**config.mk**
```make
export PLATFORM = sky130hd
export DESIGN_NAME = operand_sequencer
export DESIGN_NICKNAME = d
export VERILOG_FILES = /design/src/rtl/calc_pkg.sv /design/src/rtl/digit_accumulator.sv /design/src/rtl/operand_sequencer.sv
export SDC_FILE = /design/constraint.sdc
export NUM_CORES = 1
export LEC_CHECK = 0
export ABC_AREA = 1
export CAP_MARGIN = 20
export CORE_MARGIN = 1.5
export CORE_UTILIZATION = 64
export CTS_CLUSTER_DIAMETER = 150
export DETAILED_ROUTE_END_ITERATION = 10
export PLACE_DENSITY = 0.87
export SYNTH_ARGS = -nofsm -noshare
export SYNTH_HDL_FRONTEND = slang
export SYNTH_SLANG_ARGS = --single-unit
```
**constraint.sdc**
```tcl
create_clock -name clk -period 7.98 [get_ports clk]
set_clock_uncertainty 0.1 [all_clocks]
set_input_delay 2.394 -clock clk [delete_from_list [all_inputs] [get_ports clk]]
set_output_delay 2.394 -clock clk [all_outputs]
set_load 0.05 [all_outputs]
```
**src/rtl/calc_pkg.sv**
```systemverilog
// Shared opcodes, FSM state type and default datapath width for the operand sequencer.
package calc_pkg;

  localparam int unsigned DEFAULT_WIDTH = 16;

  // Key / ALU operation codes
  localparam logic [2:0] OP_NONE = 3'b000;
  localparam logic [2:0] OP_SIGN = 3'b001;
  localparam logic [2:0] OP_ADD  = 3'b010;
  localparam logic [2:0] OP_SUB  = 3'b011;
  localparam logic [2:0] OP_MUL  = 3'b100;

  typedef enum logic [2:0] {
    StEnterA,
    StEnterB,
    StIssue,
    StWaitResult,
    StShowResult
  } state_t;

endpackage

```
**src/rtl/digit_accumulator.sv**
```systemverilog
// Decimal digit entry step: next_mag = mag*10 + digit, rejected above the magnitude limit.
module digit_accumulator #(
  parameter int unsigned WIDTH   = 16,
  parameter int unsigned MAX_MAG = 32767
) (
  input  logic [WIDTH-1:0] mag_i,
  input  logic [3:0]       digit_i,
  output logic [WIDTH-1:0] next_mag_o,
  output logic             reject_o
);

  // Wide enough that mag*10+9 never wraps, so the limit compare is exact.
  localparam int unsigned SumW = WIDTH + 4;

  logic [SumW-1:0] sum;

  // Combinational multiply-accumulate and limit check
  always_comb begin
    sum        = SumW'(mag_i) * SumW'(10) + SumW'(digit_i);
    reject_o   = (sum > SumW'(MAX_MAG));
    next_mag_o = sum[WIDTH-1:0];
  end

endmodule

```
**src/rtl/operand_sequencer.sv**
```systemverilog
// Builds two signed decimal operands from key events, sequences ALU requests and drives the display.
module operand_sequencer
  import calc_pkg::*;
#(
  parameter int unsigned WIDTH   = DEFAULT_WIDTH,
  parameter int unsigned MAX_MAG = 32767
) (
  input  logic             clk,
  input  logic             nRST,
  input  logic             key_valid_i,
  input  logic [3:0]       key_digit_i,
  input  logic [2:0]       key_op_i,
  input  logic             key_eq_i,
  output logic             key_read_o,
  output logic [WIDTH-1:0] alu_a_o,
  output logic [WIDTH-1:0] alu_b_o,
  output logic [2:0]       alu_op_o,
  output logic             alu_start_o,
  input  logic             alu_done_i,
  input  logic [WIDTH-1:0] alu_result_i,
  input  logic             alu_ovf_i,
  output logic [WIDTH-1:0] display_value_o,
  output logic             entry_err_o,
  output logic             calc_err_o
);

  state_t           state_q, state_d;
  logic [WIDTH-1:0] a_mag_q, a_mag_d, b_mag_q, b_mag_d;
  logic             a_neg_q, a_neg_d, b_neg_q, b_neg_d;
  logic             b_digits_q, b_digits_d;
  logic [2:0]       op_q, op_d, pend_op_q, pend_op_d;
  logic             pend_valid_q, pend_valid_d;
  logic             consumed_q, consumed_d;
  logic             key_read_q, key_read_d, entry_err_q, entry_err_d, calc_err_q, calc_err_d;
  logic [WIDTH-1:0] alu_a_q, alu_a_d, alu_b_q, alu_b_d, display_q, display_d;
  logic [2:0]       alu_op_q, alu_op_d;
  logic             alu_start_q, alu_start_d;

  logic             accept, is_digit, is_sign, is_arith;
  logic [WIDTH-1:0] acc_in, acc_next, res_mag;
  logic             acc_reject, res_neg;

  // Sign-magnitude to two's complement; negative zero maps to zero naturally.
  function automatic logic [WIDTH-1:0] sm_val(input logic [WIDTH-1:0] mag, input logic neg);
    return neg ? (~mag + WIDTH'(1)) : mag;
  endfunction

  digit_accumulator #(
    .WIDTH  (WIDTH),
    .MAX_MAG(MAX_MAG)
  ) u_digit_accumulator (
    .mag_i     (acc_in),
    .digit_i   (key_digit_i),
    .next_mag_o(acc_next),
    .reject_o  (acc_reject)
  );

  // Key decode and acceptance; the accumulator works on whichever operand is being entered
  always_comb begin
    accept   = key_valid_i && !consumed_q &&
               (state_q inside {StEnterA, StEnterB, StShowResult});
    is_digit = !key_eq_i && (key_op_i == OP_NONE);
    is_sign  = !key_eq_i && (key_op_i == OP_SIGN);
    is_arith = !key_eq_i && (key_op_i inside {OP_ADD, OP_SUB, OP_MUL});
    acc_in   = (state_q == StEnterB) ? b_mag_q : a_mag_q;
    res_neg  = alu_result_i[WIDTH-1];
    res_mag  = res_neg ? (~alu_result_i + WIDTH'(1)) : alu_result_i;
  end

  // Next-state logic for the FSM, operands, handshakes and display
  always_comb begin
    state_d      = state_q;
    a_mag_d      = a_mag_q;
    a_neg_d      = a_neg_q;
    b_mag_d      = b_mag_q;
    b_neg_d      = b_neg_q;
    b_digits_d   = b_digits_q;
    op_d         = op_q;
    pend_op_d    = pend_op_q;
    pend_valid_d = pend_valid_q;
    calc_err_d   = calc_err_q;
    alu_a_d      = alu_a_q;
    alu_b_d      = alu_b_q;
    alu_op_d     = alu_op_q;
    display_d    = display_q;
    consumed_d   = key_valid_i && (consumed_q || accept);
    key_read_d   = accept;
    entry_err_d  = 1'b0;
    alu_start_d  = 1'b0;

    if (accept) begin
      unique case (state_q)
        StEnterA: begin
          if (is_digit) begin
            calc_err_d = 1'b0;
            if (acc_reject) entry_err_d = 1'b1;
            else            a_mag_d     = acc_next;
          end else if (is_sign) begin
            a_neg_d    = !a_neg_q;
            calc_err_d = 1'b0;
          end else if (is_arith) begin
            op_d       = key_op_i;
            b_mag_d    = '0;
            b_neg_d    = 1'b0;
            b_digits_d = 1'b0;
            state_d    = StEnterB;
          end
        end
        StEnterB: begin
          if (is_digit) begin
            calc_err_d = 1'b0;
            b_digits_d = 1'b1;
            if (acc_reject) entry_err_d = 1'b1;
            else            b_mag_d     = acc_next;
          end else if (is_sign) begin
            b_neg_d    = !b_neg_q;
            calc_err_d = 1'b0;
          end else if (is_arith) begin
            if (b_digits_q) begin
              // Chained operator: compute the pending pair first, then continue with it
              pend_op_d    = key_op_i;
              pend_valid_d = 1'b1;
              state_d      = StIssue;
            end else begin
              op_d = key_op_i;
            end
          end else if (key_eq_i) begin
            if (!b_digits_q) begin
              b_mag_d = a_mag_q;
              b_neg_d = a_neg_q;
            end
            state_d = StIssue;
          end
        end
        StShowResult: begin
          if (is_digit) begin
            a_mag_d    = WIDTH'(key_digit_i);
            a_neg_d    = 1'b0;
            calc_err_d = 1'b0;
            state_d    = StEnterA;
          end else if (is_sign) begin
            a_neg_d    = !a_neg_q;
            calc_err_d = 1'b0;
          end else if (is_arith) begin
            op_d       = key_op_i;
            b_mag_d    = '0;
            b_neg_d    = 1'b0;
            b_digits_d = 1'b0;
            state_d    = StEnterB;
          end else if (key_eq_i) begin
            state_d = StIssue;
          end
        end
        default: ;
      endcase
    end

    if (state_q == StIssue) state_d = StWaitResult;

    if ((state_q == StWaitResult) && alu_done_i) begin
      a_mag_d    = res_mag;
      a_neg_d    = res_neg;
      calc_err_d = calc_err_q || alu_ovf_i;
      if (pend_valid_q) begin
        op_d         = pend_op_q;
        pend_valid_d = 1'b0;
        b_mag_d      = '0;
        b_neg_d      = 1'b0;
        b_digits_d   = 1'b0;
        state_d      = StEnterB;
      end else begin
        state_d = StShowResult;
      end
    end

    // Operands are captured on entry to ISSUE and stay put until the next request
    if ((state_d == StIssue) && (state_q != StIssue)) begin
      alu_a_d     = sm_val(a_mag_d, a_neg_d);
      alu_b_d     = sm_val(b_mag_d, b_neg_d);
      alu_op_d    = op_d;
      alu_start_d = 1'b1;
    end

    unique case (state_d)
      StEnterA, StShowResult: display_d = sm_val(a_mag_d, a_neg_d);
      StEnterB: display_d = b_digits_d ? sm_val(b_mag_d, b_neg_d) : sm_val(a_mag_d, a_neg_d);
      default:  display_d = display_q;
    endcase
  end

  // State and output registers
  always_ff @(posedge clk or negedge nRST) begin
    if (!nRST) begin
      state_q      <= StEnterA;
      a_mag_q      <= '0;
      a_neg_q      <= 1'b0;
      b_mag_q      <= '0;
      b_neg_q      <= 1'b0;
      b_digits_q   <= 1'b0;
      op_q         <= OP_ADD;
      pend_op_q    <= OP_NONE;
      pend_valid_q <= 1'b0;
      consumed_q   <= 1'b0;
      key_read_q   <= 1'b0;
      entry_err_q  <= 1'b0;
      calc_err_q   <= 1'b0;
      alu_a_q      <= '0;
      alu_b_q      <= '0;
      alu_op_q     <= OP_NONE;
      alu_start_q  <= 1'b0;
      display_q    <= '0;
    end else begin
      state_q      <= state_d;
      a_mag_q      <= a_mag_d;
      a_neg_q      <= a_neg_d;
      b_mag_q      <= b_mag_d;
      b_neg_q      <= b_neg_d;
      b_digits_q   <= b_digits_d;
      op_q         <= op_d;
      pend_op_q    <= pend_op_d;
      pend_valid_q <= pend_valid_d;
      consumed_q   <= consumed_d;
      key_read_q   <= key_read_d;
      entry_err_q  <= entry_err_d;
      calc_err_q   <= calc_err_d;
      alu_a_q      <= alu_a_d;
      alu_b_q      <= alu_b_d;
      alu_op_q     <= alu_op_d;
      alu_start_q  <= alu_start_d;
      display_q    <= display_d;
    end
  end

  assign key_read_o      = key_read_q;
  assign entry_err_o     = entry_err_q;
  assign calc_err_o      = calc_err_q;
  assign alu_a_o         = alu_a_q;
  assign alu_b_o         = alu_b_q;
  assign alu_op_o        = alu_op_q;
  assign alu_start_o     = alu_start_q;
  assign display_value_o = display_q;

endmodule

```
# ---- Word level (Yosys, flattened, before mapping)
# Cells that the tools add are included.
dict set report classes {
  n_addsub 4
  mul 1
  magnitude_cmp 1
  eq_ne 12
  mux 96
  bitwise 5
  reduce_logical 29
}
# operator n
set op_table {}
lappend op_table {{16-bit two-way mux} 22}
lappend op_table {{16-bit one-hot mux with 2 select lines} 3}
lappend op_table {{3-bit two-way mux} 25}
lappend op_table {{16-bit by 1-bit adder with 16-bit output, second input constant} 3}
lappend op_table {{16-bit inverter} 3}
lappend op_table {{1-bit two-way mux} 41}
lappend op_table {{20-bit by 4-bit adder with 20-bit output} 1}
lappend op_table {{20-bit by 15-bit greater-than comparator with 1-bit output, second input constant} 1}
lappend op_table {{16-bit by 3-bit multiplier with 19-bit output, second input constant} 1}
lappend op_table {{3-bit by 2-bit == test with 1-bit output, second input constant} 5}
lappend op_table {{3-bit by 1-bit == test with 1-bit output, second input constant} 3}
lappend op_table {{3-bit == test, second input constant} 3}
lappend op_table {{3-bit logical NOT} 3}
lappend op_table {{3-bit one-hot mux with 3 select lines} 1}
lappend op_table {{3-bit nonzero test} 3}
lappend op_table {{1-bit logical AND} 8}
lappend op_table {{1-bit one-hot mux with 2 select lines} 3}
lappend op_table {{3-bit one-hot mux with 2 select lines} 1}
lappend op_table {{6-bit AND reduction} 1}
lappend op_table {{2-bit nonzero test} 3}
lappend op_table {{2-bit OR reduction} 3}
lappend op_table {{1-bit logical NOT} 4}
lappend op_table {{3-bit by 2-bit inequality test with 1-bit output, second input constant} 1}
lappend op_table {{3-bit AND reduction} 1}
lappend op_table {{other kinds (3)} 5}
dict set report word_totals {
  reg_bits 101
  output_inout_bits 55
  word_cells 166
}

# ---- Depth between registers and ports, before layout
# Gate-level depths: netlist of the first run.
dict set report logic_depth {
  word_depth 16
  ltp_mapped 44
}

# ---- Hierarchy
# Synthesis of the first run repeated with hierarchy kept, for this count alone.
dict set report unflattened {
  hier_cells 1317
  area_unflattened_um2 8668.3
}
# mod instances cells_per_inst area_each_um2 seq_area_each_um2
set modules_own_cells {}
lappend modules_own_cells {operand_sequencer 1 1022 6993.0 2528.7}
lappend modules_own_cells {digit_accumulator 1 295 1675.4 0.0}

# ---- Least setup slack after synthesis of the first run
# Ideal clock, no wire load.
dict set report synth_path {
  path_kind {input-to-reg}
  from {in key_digit_i[1]}
  to {reg display_q[12] (netlist: display_value_o[12])}
  arrival_time_ns 5.462
  required_ns 7.762
  setup_slack_ns 2.300
  cell_stages 33
  path_buffers 1
  cell_sequence {ha_1 -> inv_1 -> fa_1 -> inv_1 -> nand3_1 -> nand2_1 -> nand2_1 -> nor2_1 -> nand3_1 -> nor2_1 -> nand3_1 -> nor2_1 -> nand3_1 -> nand2_1 -> nor2_8 -> nand3_4 -> buf_6 -> nand2_1 -> nand3_1 -> nand2_1 -> nand2_1 -> nand2_1 -> nand2_2 -> ha_1 -> nand2_2 -> nor2_4 -> nand3_1 -> nand2_1 -> nand2_1 -> nand2_1 -> nand2_1 -> nand2_1 -> nand2_1}
}
dict set report synth_between {
  elab_chain_cells 13
  word_cells_on_any_way 22
  classes_between {3 x add/sub; 1 x order compare; 16 x mux; 2 x bitwise}
}
# element line_no
set synth_rtl {}
lappend synth_rtl {{start, declared} operand_sequencer.sv:11} ;# input logic [3:0] key_digit_i,
lappend synth_rtl {{20-bit by 4-bit adder with 20-bit output} digit_accumulator.sv:19} ;# sum = SumW'(mag_i) * SumW'(10) + SumW'(digit_i);
lappend synth_rtl {{20-bit by 15-bit greater-than comparator with 1-bit output} digit_accumulator.sv:20} ;# reject_o = (sum > SumW'(MAX_MAG));
lappend synth_rtl {{16-bit two-way mux} operand_sequencer.sv:113} ;# if (acc_reject) entry_err_d = 1'b1;
lappend synth_rtl {{16-bit two-way mux} operand_sequencer.sv:110} ;# if (is_digit) begin
lappend synth_rtl {{16-bit one-hot mux with 2 select lines} operand_sequencer.sv:92} ;# unique case (state_q)
lappend synth_rtl {{16-bit two-way mux} operand_sequencer.sv:91} ;# if (accept) begin
lappend synth_rtl {{16-bit two-way mux} operand_sequencer.sv:164} ;# if (pend_valid_q) begin
lappend synth_rtl {{16-bit two-way mux} operand_sequencer.sv:160} ;# if ((state_q == StWaitResult) && alu_done_i) begin
lappend synth_rtl {{16-bit inverter} operand_sequencer.sv:45} ;# return neg ? (~mag + WIDTH'(1)) : mag;
lappend synth_rtl {{16-bit by 1-bit adder with 16-bit output} operand_sequencer.sv:45}
lappend synth_rtl {{16-bit two-way mux} operand_sequencer.sv:45}
lappend synth_rtl {{16-bit two-way mux} operand_sequencer.sv:186} ;# StEnterB: display_d = b_digits_d ? sm_val(b_mag_d, b_neg_d) : sm_val(a_mag_d, a_neg_d);
lappend synth_rtl {{16-bit one-hot mux with 2 select lines (*)} operand_sequencer.sv:184} ;# unique case (state_d)
lappend synth_rtl {{end signal, assigned} operand_sequencer.sv:230} ;# display_q <= display_d;
lappend synth_rtl {{end, declared} operand_sequencer.sv:35} ;# logic [WIDTH-1:0] alu_a_q, alu_a_d, alu_b_q, alu_b_d, display_q, display_d;
# Every way passes the cells marked *; elsewhere a longest branch is shown, timed or not.
# A chain may end at the register's enable or synchronous reset.

# ---- Final worst setup path of the first run
dict set report layout_path {
  from {in key_digit_i[1]}
  to {reg display_q[14] (netlist: display_value_o[14])}
}
# Same word-level chain as after synthesis.

==> out/results.ini, run 1 <==
[floorplan]
ios=84
initial_core_util_pct=65.8
die_h_um=120
dieWidth_um=120
rows=42
die-area_um2=14300
core_area_um2=13200

[clocking]
clk_pin_slew_ns=0.08
clk_latency_ns=0.37
clock-sinks=101
cts_setup_buffers=0
root_buffer=clkbuf_16
cts_tree=yes
clk_path_buf_depth=2
htreeDepth=3
ctsResizeCount=0
cts_inserted_buffers=9
post_cts_hold_buffer_count=0

[route]
drt-initial-drc-count=1046
viasPerCell=5.76
vias=9232
drc_errors=0
wire_per_inst_um=16.5
drt-pass1-iter-count=7
drt_wl_total_mm=26.4
final_antenna_net_count=0

[setup_path]
endpoint=display_value_o[14]
crit_arrival_ns=6.76
cp_common_cell=nand2_1
cp-startpoint=key_digit_i[1]
critPathMaxStageDelay_ns=0.48
r2r_cells=33
rr_startpoint=state_q[2]
slowest_stage=clkdlybuf4s50_1
cp.required_ns=8.15
criticalPathCategory=input pin to flip-flop
cp-start-kind=input pin
reg2reg_to=display_value_o[11]
crit_fanout=18
r2r_setup_slack_ns=1.64
endpoint_kind=flip-flop

[timing]
min_period_ns=6.59
max_slew.worst_pin.slew_ns=1.11
maxSlewViolCount=0
min_period_over_period_pct=82.6
setup_tns_ns=0
final-hold-violation-count=0
setup_viol=0
clock.fmax_ghz=0.152
worst_slack_ns=1.39
slew_headroom_pct=25.6
rsz0062_at_grt=no

[worst_hold_path]
hp-class=flip-flop to flip-flop

[place]
dpl.cell_count=1587
gp_congestion=0.964
io_buffers=83
pre_cts_slack_ns=1.11
dp_hpwl_mm=20.2

[synthesis]
synth_area_um2=8710
async_reset_ff_share_pct=100
syn_avg_cell_area_um2=6.40
synth-seq-area-share_pct=29.0
synth_fp_nets=1425
ys_ff_latch=101
yosysWarnings=0
ys.flop_type=dfrtp_1
ys_types=54
synthCells=1360
synth-edff-count=0

[global_routing]
gr-total-overflow=0
track_usage_pct=38.2
grt_pass1_wl_mm=43.3
grt_pass1_vias=8708
antenna_found_initial=0
grt_max_degree=75

[cells_and_area]
nNetsFinal=1487
n_antenna_cell=0
fin_util_pct=74.7
final_common_cell=nand2_1
final_layout_size_suffix_gt1_share_pct=8.27
fin_cells=1603
final_cell_mix=461 x nand2_1, 175 x inv_1, 100 x nand3_1, 100 x dfrtp_1, 88 x nor2_1
area_delta_synth_final_pct=13.6
fillers=1075

[flow_run]
max_cap_viol_count=0

[status]
outcome=complete, no violations

==> state kept, by name (all words and copies together) (netlist names), 3 cells and up <==
name and cells:
display_value_o 16, alu_op_o 3, a_mag_q 16, b_mag_q 16, alu_b_o 16, pend_op_q 3, alu_a_o 16, state_q 3
op_q 3
==> cells by family after synthesis <==
family | after synthesis | synth area share [%]
AND/OR/NAND/NOR | 750 | 38.3
buffers and inverters | 240 | 11.3
AO/OA/AOI/OAI | 209 | 13.5
flip-flops | 101 | 29.0
adder cells (fa/ha/maj) | 36 | 5.35
XOR/XNOR | 24 | 2.50
==> critical path, delay by kind of cell <==
kind	cells	cell delay [ns]
fa+ha+maj	3	0.82
buf+inv	3	0.63
simple gates	27	2.91
==> cells in the mapped netlist, drive strengths merged, types with 2 or more instances <==
cell / n / area [um^2]
nand3b: 2 / 15.0
clkinv: 2 / 7.51
nand4: 19 / 144
nand2: 492 / 1940
inv: 194 / 728
xor2: 19 / 174
nor2: 106 / 512
o211ai: 23 / 178
xnor2: 5 / 43.8
nand3: 107 / 578
buf: 18 / 148
a21oi: 63 / 323
and2: 2 / 12.5
nor3: 12 / 65.1
clkbuf: 26 / 101
fa: 2 / 40.0
ha: 34 / 425
or2: 5 / 31.3
dfrtp: 100 / 2500
nor4: 4 / 25.0
a31oi: 26 / 163
o21ai: 88 / 444
==> how the worst min path moves through the flow <==
| stage | from | end | cells past startpoint |
|---|---|---|---|
| 2_1_floorplan | state_q[1] | entry_err_o | 1 |
| 3_3_place_gp | display_value_o[9] | display_value_o[9] | 2 |
| 3_5_place_dp | state_q[1] | entry_err_o | 1 |
| 4_1_cts | state_q[1] | entry_err_o | 1 |
| 5_1_grt | state_q[1] | entry_err_o | 1 |
| 6_report | state_q[1] | entry_err_o | 1 |
==> final cells by class <==
| cell class | count | area, um^2 | area share, % |
|---|---|---|---|
| timing repair buffer | 95 | 918 | 9.29 |
| tap | 176 | 220 | 2.23 |
| multi-input combinational | 1019 | 5200 | 52.5 |
| clock inverter | 6 | 60.1 | 0.607 |
| inverter | 196 | 736 | 7.44 |
| sequential | 101 | 2530 | 25.6 |
| clock buffer | 10 | 229 | 2.32 |
==> layer usage <==
layer,wire (um),vias up,global-route usage (%)
li1,-,4483,-
met1,10800,4203,51.0
met2,12400,468,62.7
met3,2360,78,5.89
met4,850,0,14.9
met5,0,-,0
==> per-stage QoR <==
step	hold slack, ns	instance area [um^2]
global placement	0.365	9600
CTS	0.365	9890
detailed placement	0.352	9600
global route	0.406	9890
floorplan	0.330	8710
finish	0.372	9890
Power of run 1 is left out: the tool's default activity adds up to more than one toggle a clock period on the data nets, which glitch-free logic cannot reach.
==> inputs of run 2 (changes only) <==
Settings changed: CORE_UTILIZATION 64 to 59, PLACE_DENSITY 0.87 to 0.81.
Clock period 7.98 ns to 6.5 ns, I/O delays scaled along.
==> out/results.ini, run 2 (synthesis results as in run 1) <==
[timing]
rsz0062_at_grt=no  ; unchanged
final-hold-violation-count=0  ; unchanged
setup_viol=0  ; unchanged
maxSlewViolCount=0  ; unchanged
min_period_ns=6.06
clock.fmax_ghz=0.165
max_slew.worst_pin.slew_ns=1.00  ; was 1.11 ns
setup_tns_ns=0  ; unchanged
min_period_over_period_pct=93.3
slew_headroom_pct=33.1  ; was 25.6%

[clocking]
post_cts_hold_buffer_count=0  ; unchanged
clk_pin_slew_ns=0.08  ; about the same
root_buffer=clkbuf_16  ; unchanged
clk_path_buf_depth=2  ; unchanged
cts_tree=yes  ; unchanged
htreeDepth=3  ; unchanged
cts_inserted_buffers=9  ; unchanged
clk_latency_ns=0.36  ; was 0.37 ns
clock-sinks=101  ; unchanged

[setup_path]
endpoint=display_value_o[12]  ; was display_value_o[14]
cp_common_cell=nand2_1  ; unchanged
crit_arrival_ns=6.22  ; was 6.76 ns
cp-startpoint=key_digit_i[1]  ; unchanged
cp-start-kind=input pin  ; unchanged
reg2reg_to=display_value_o[12]  ; was display_value_o[11]
slowest_stage=clkdlybuf4s50_1  ; unchanged
criticalPathCategory=input pin to flip-flop  ; unchanged
endpoint_kind=flip-flop  ; unchanged
r2r_cells=34  ; was 33
crit_fanout=18  ; unchanged
critPathMaxStageDelay_ns=0.49  ; was 0.48 ns
cp.required_ns=6.66  ; was 8.15 ns
rr_startpoint=state_q[2]  ; unchanged
r2r_setup_slack_ns=0.50  ; was 1.64 ns

[global_routing]
gr-total-overflow=0  ; unchanged
track_usage_pct=34.4  ; was 38.2%
antenna_found_initial=0  ; unchanged
grt_pass1_vias=8689  ; was 8708
grt_pass1_wl_mm=43.1  ; was 43.3 mm
grt_max_degree=80  ; was 75

[cells_and_area]
nNetsFinal=1491  ; was 1487
final_layout_size_suffix_gt1_share_pct=8.81  ; was 8.27%
final_common_cell=nand2_1  ; unchanged
area_delta_synth_final_pct=14.8  ; was 13.6%
n_antenna_cell=0  ; unchanged
fillers=1333  ; was 1075
final_cell_mix=460 x nand2_1, 175 x inv_1, 100 x nand3_1, 100 x dfrtp_1, 87 x nor2_1  ; was 461 x nand2_1, 175 x inv_1, 100 x nand3_1, 100 x dfrtp_1, 88 x nor2_1

[route]
viasPerCell=5.68  ; was 5.76
drt_wl_total_mm=26.4  ; about the same
drc_errors=0  ; unchanged
vias=9173  ; was 9232
drt-initial-drc-count=1058  ; was 1046
final_antenna_net_count=0  ; unchanged
wire_per_inst_um=16.3  ; was 16.5 um
drt-pass1-iter-count=6  ; was 7

[flow_run]
max_cap_viol_count=0  ; unchanged

[floorplan]
die_h_um=124  ; was 120 um
rows=44  ; was 42
dieWidth_um=124  ; was 120 um
die-area_um2=15500  ; was 14300 um^2
core_area_um2=14500  ; was 13200 um^2
initial_core_util_pct=60.1  ; was 65.8%
ios=84  ; unchanged

[place]
io_buffers=83  ; unchanged
dp_hpwl_mm=20.1  ; was 20.2 mm
gp_congestion=0.964  ; about the same

[worst_hold_path]
hp-class=flip-flop to flip-flop  ; unchanged
hold_depth=2  ; was 1

[status]
outcome=complete, no violations  ; unchanged

-- run 2: critical path, delay by kind of cell --
| family | cells | cell delay, ns |
|---|---|---|
| and+or+nand+nor | 26 | 2.71 |
| adders and majority gates | 3 | 0.87 |
| buffers and inverters | 4 | 0.71 |
-- run 2: per-stage QoR --
stage | instance area, um^2 | setup slack [ns] | hold WS [ns] | instances | util [%]
4_1_cts | 9950 | 0.455 | 0.391 | 1613 | 68.7
3_3_place_gp | 9620 | 0.262 | 0.360 | 1597 | 66.5
3_5_place_dp | 9620 | 0.142 | 0.368 | 1597 | 66.5
2_1_floorplan | 8710 | 1.26 | 0.330 | 1360 | -
5_1_grt | 10000 | 0.00725 | 0.416 | 1615 | 69.1
6_report | 10000 | 0.437 | 0.385 | 1615 | 69.1
-- run 2: area by class of cell --
type	instances	area (um^2)	area share, %
repair buffers	99	968	9.68
multi-input cells	1019	5210	52.1
well taps	184	230	2.30
clock buffers	9	225	2.25
clock inverters	7	103	1.03
inverters	196	736	7.36
flip-flops and latches	101	2530	25.3
-- run 2: repair_timing --
item | 4_1_cts | 5_1_grt
resized for setup | 0 | 4
endpoints found under the setup margin | 0 | 5
setup buffers | 0 | 0
-- run 2: worst min-delay path by stage --
| stage | start | to | slack, ns |
|---|---|---|---|
| 4_1_cts | alu_a_o[7] | alu_a_o[7] | 0.39 |
| 5_1_grt | alu_a_o[6] | alu_a_o[6] | 0.42 |
| 2_1_floorplan | state_q[1] | entry_err_o | 0.33 |
| 3_5_place_dp | display_value_o[10] | display_value_o[10] | 0.37 |
| 3_3_place_gp | state_q[1] | entry_err_o | 0.36 |
| 6_report | alu_b_o[7] | alu_b_o[7] | 0.39 |
-- run 2: routing by layer --
metal,vias up,global-route usage (%),wire (um)
met5,-,0,0
met4,0,11.4,687
met3,65,6.36,2170
met2,412,56.3,12500
met1,4218,46.2,11100
li1,4478,-,-
Power of run 2 is left out for the same reason.
==> inputs of run 3 (changes only) <==
Settings changed: ABC_AREA 1 to not set, ABC_CLOCK_PERIOD_IN_PS set to 6500, CORE_UTILIZATION 59 to 58, PLACE_DENSITY 0.81 to 0.8.
==> out/results.ini, run 3 <==
[global_routing]
grt_max_degree=64  ; was 80
grt_pass1_wl_mm=43.1  ; unchanged
gr-total-overflow=0  ; unchanged
antenna_found_initial=0  ; unchanged
grt_pass1_vias=8099  ; was 8689
track_usage_pct=38.9  ; was 34.4%

[flow_run]
max_cap_viol_count=0  ; unchanged

[clocking]
clk_latency_ns=0.35  ; was 0.36 ns
cts_inserted_buffers=9  ; unchanged
clock-sinks=101  ; unchanged
cts_tree=yes  ; unchanged
root_buffer=clkbuf_16  ; unchanged
htreeDepth=3  ; unchanged
clk_path_buf_depth=2  ; unchanged
clk_pin_slew_ns=0.08  ; about the same
post_cts_hold_buffer_count=0  ; unchanged

[synthesis]
ys.flop_type=dfrtp_1  ; unchanged
synth_area_um2=7880  ; was 8710 um^2
async_reset_ff_share_pct=100  ; unchanged
ys_types=84  ; was 54
synth-seq-area-share_pct=32.1  ; was 29.0%
yosysMostFrequentCell=nand2_1  ; unchanged
synth_top_cell_area_share_pct=31.8  ; was 28.7%
yosysTopAreaCell=dfrtp_1  ; unchanged
yosysWarnings=0  ; unchanged
synth_commonest_cells=146 x nand2_1, 100 x dfrtp_1, 79 x o21ai_0  ; was 461 x nand2_1, 175 x inv_1, 100 x dfrtp_1, 100 x nand3_1, 89 x nor2_1
synth_fp_nets=1014  ; was 1425
ys_top_cells_by_area=dfrtp_1 32%, nand2_1 7.0%, ha_1 5.4%  ; was dfrtp_1 29%, nand2_1 20%, inv_1 7.5%
synthCells=949  ; was 1360
syn_avg_cell_area_um2=8.30  ; was 6.40 um^2
synth-edff-count=0  ; unchanged
ys_ff_latch=101  ; unchanged

[setup_path]
critPathMaxStageDelay_ns=0.59  ; was 0.49 ns
crit_family=simple AND/OR/NAND/NOR gates  ; unchanged
cp_common_cell=buf_4  ; was nand2_1
cp.required_ns=6.64  ; was 6.66 ns
crit_chain=clkdlybuf4s50_1 > ha_1 > nand3b_1 > o21ai_2 > nand2_1 > or4_4 > or2_4 > nor4_4 > buf_4 > xnor2_4 > or4_4 > buf_4 > nand2_1 > nand3_1 > and4_1 > buf_4 > a31oi_2 > xnor2_2 > o21ai_0 > o22a_1
crit_fanout=7  ; was 18
slowest_stage=or4_4  ; was clkdlybuf4s50_1
rr_startpoint=state_q[1]  ; was state_q[2]
cp-startpoint=key_digit_i[3]  ; was key_digit_i[1]
cp-start-kind=input pin  ; unchanged
endpoint_kind=flip-flop  ; unchanged
crit_arrival_ns=6.58  ; was 6.22 ns
path_buf_inv=4  ; unchanged
criticalPathCategory=input pin to flip-flop  ; unchanged

[floorplan]
ios=84  ; unchanged
rows=42  ; was 44
core_area_um2=13200  ; was 14500 um^2
die-area_um2=14300  ; was 15500 um^2
die_h_um=120  ; was 124 um
initial_core_util_pct=59.5  ; was 60.1%
dieWidth_um=120  ; was 124 um

[route]
drt-initial-drc-count=1002  ; was 1058
drt-pass1-iter-count=7  ; was 6
final_antenna_net_count=0  ; unchanged
drc_errors=0  ; unchanged
wire_per_inst_um=21.3  ; was 16.3 um
drt_wl_total_mm=28.7  ; was 26.4 mm
vias=8592  ; was 9173
viasPerCell=6.38  ; was 5.68

[cells_and_area]
final_layout_size_suffix_gt1_share_pct=24.4  ; was 8.81%
fin_cells=1346  ; was 1615
fin_util_pct=80.1  ; was 69.1%
fillers=898  ; was 1333
seqCellArea_um2=2530  ; about the same
final_area_um2=10600  ; was 10000 um^2
area_delta_synth_final_pct=34.5  ; was 14.8%
n_antenna_cell=0  ; unchanged
multi_input_area_um2=5290  ; was 5210 um^2
final_common_cell=buf_4  ; was nand2_1
final_cell_mix=169 x buf_4, 145 x nand2_1, 99 x dfrtp_1  ; was 460 x nand2_1, 175 x inv_1, 100 x nand3_1, 100 x dfrtp_1, 87 x nor2_1
nNetsFinal=1230  ; was 1491

[timing]
slew_headroom_pct=33.9  ; was 33.1%
max_slew.worst_pin.slew_ns=0.992  ; was 1.00 ns
maxSlewViolCount=0  ; unchanged
final-hold-violation-count=0  ; unchanged
setup_viol=0  ; unchanged
worst_slack_ns=0.0665  ; was 0.437 ns
min_period_ns=6.43  ; was 6.06 ns
min_period_over_period_pct=99.0  ; was 93.3%
clock.fmax_ghz=0.155  ; was 0.165 GHz

[place]
dpl.cell_count=1313  ; was 1597
gp_congestion=1.06  ; was 0.964
io_buffers=83  ; unchanged
pre_cts_slack_ns=-0.668  ; was 0.142 ns
placed_cell_area_um2=9890  ; was 9620 um^2
dp_hpwl_mm=21.3  ; was 20.1 mm

[worst_hold_path]
hp-class=flip-flop to flip-flop  ; unchanged
holdCritStartpoint=alu_b_o[2]  ; was alu_b_o[7]

[status]
outcome=complete, no violations  ; unchanged

run 3: changes by cell type after synthesis, moves of 17 or more:
| cell | before | now |
|---|---|---|
| a31oi_1 | 26 | 9 |
| inv_1 | 175 | 28 |
| inv_2 | 19 | 0 |
| mux2_2 | 0 | 17 |
| nand2_1 | 461 | 146 |
| nand2_2 | 27 | 0 |
| nand3_1 | 100 | 28 |
| nor3_1 | 11 | 28 |
| xnor2_1 | 5 | 35 |
run 3: cells by family (layout without fill, tap and decap cells):
kind of cell	Yosys count	count (layout)	share of synthesized area [%]
AO/OA/AOI/OAI	270	270	23.3
XOR/XNOR	67	67	7.45
multiplexers	30	30	4.14
AND/OR/NAND/NOR	366	366	22.8
flip-flops	101	101	32.1
adder cells (fa/ha/maj)	36	36	5.91
buffers and inverters	79	300	4.25
run 3: final cells by class:
type	count	share of cell area, %
clock buffer	9	2.12
clock inverter	7	0.920
inverter	29	1.03
multi-input combinational	769	49.9
sequential	101	23.9
tap	176	2.08
timing repair buffer	255	20.1
run 3: stage by stage:
stage / hold slack, ns / setup TNS (ns)
2_1_floorplan: 0.351 / -0.00123
3_3_place_gp: 0.361 / -14.88
3_5_place_dp: 0.369 / -20.07
4_1_cts: 0.387 / -0.0213
5_1_grt: 0.408 / -0.221
6_report: 0.384 / 0
run 3: layer usage:
metal	wire length (um)	vias up	global-route usage [%]	part of all wire [%]
met5	0	-	0	0
met4	1380	0	16.4	4.8
met3	2750	136	5.89	9.6
met2	13400	528	63.5	47
met1	11200	4047	51.8	39
li1	-	3881	-	-
run 3: worst min-delay path, stage by stage, from the launching register on:
cell and delay (ns):
dfrtp_1 0.35, nand2_1 0.05, o21ai_0 0.06
run 3: worst paths after layout:
kind                                        to  slack, ns  depth (start not counted)
min in group asynchronous           alu_b_o[8]       1.58                          1
setup / recovery           display_value_o[11]       0.07                         20
max in group asynchronous           state_q[0]       3.67                          2
hold reg to reg                     alu_b_o[2]       0.38                          2
setup reg to reg           display_value_o[11]       0.18                         26
hold / removal                      alu_b_o[2]       0.38                          2
run 3: timing repair:
item | in CTS | in global routing
buffers inserted | 3 | 14
pin swaps | 12 | 31
gates resized for setup | 23 | 36
endpoints found under the setup margin | 40 | 42
Power of run 3 is left out for the same reason.
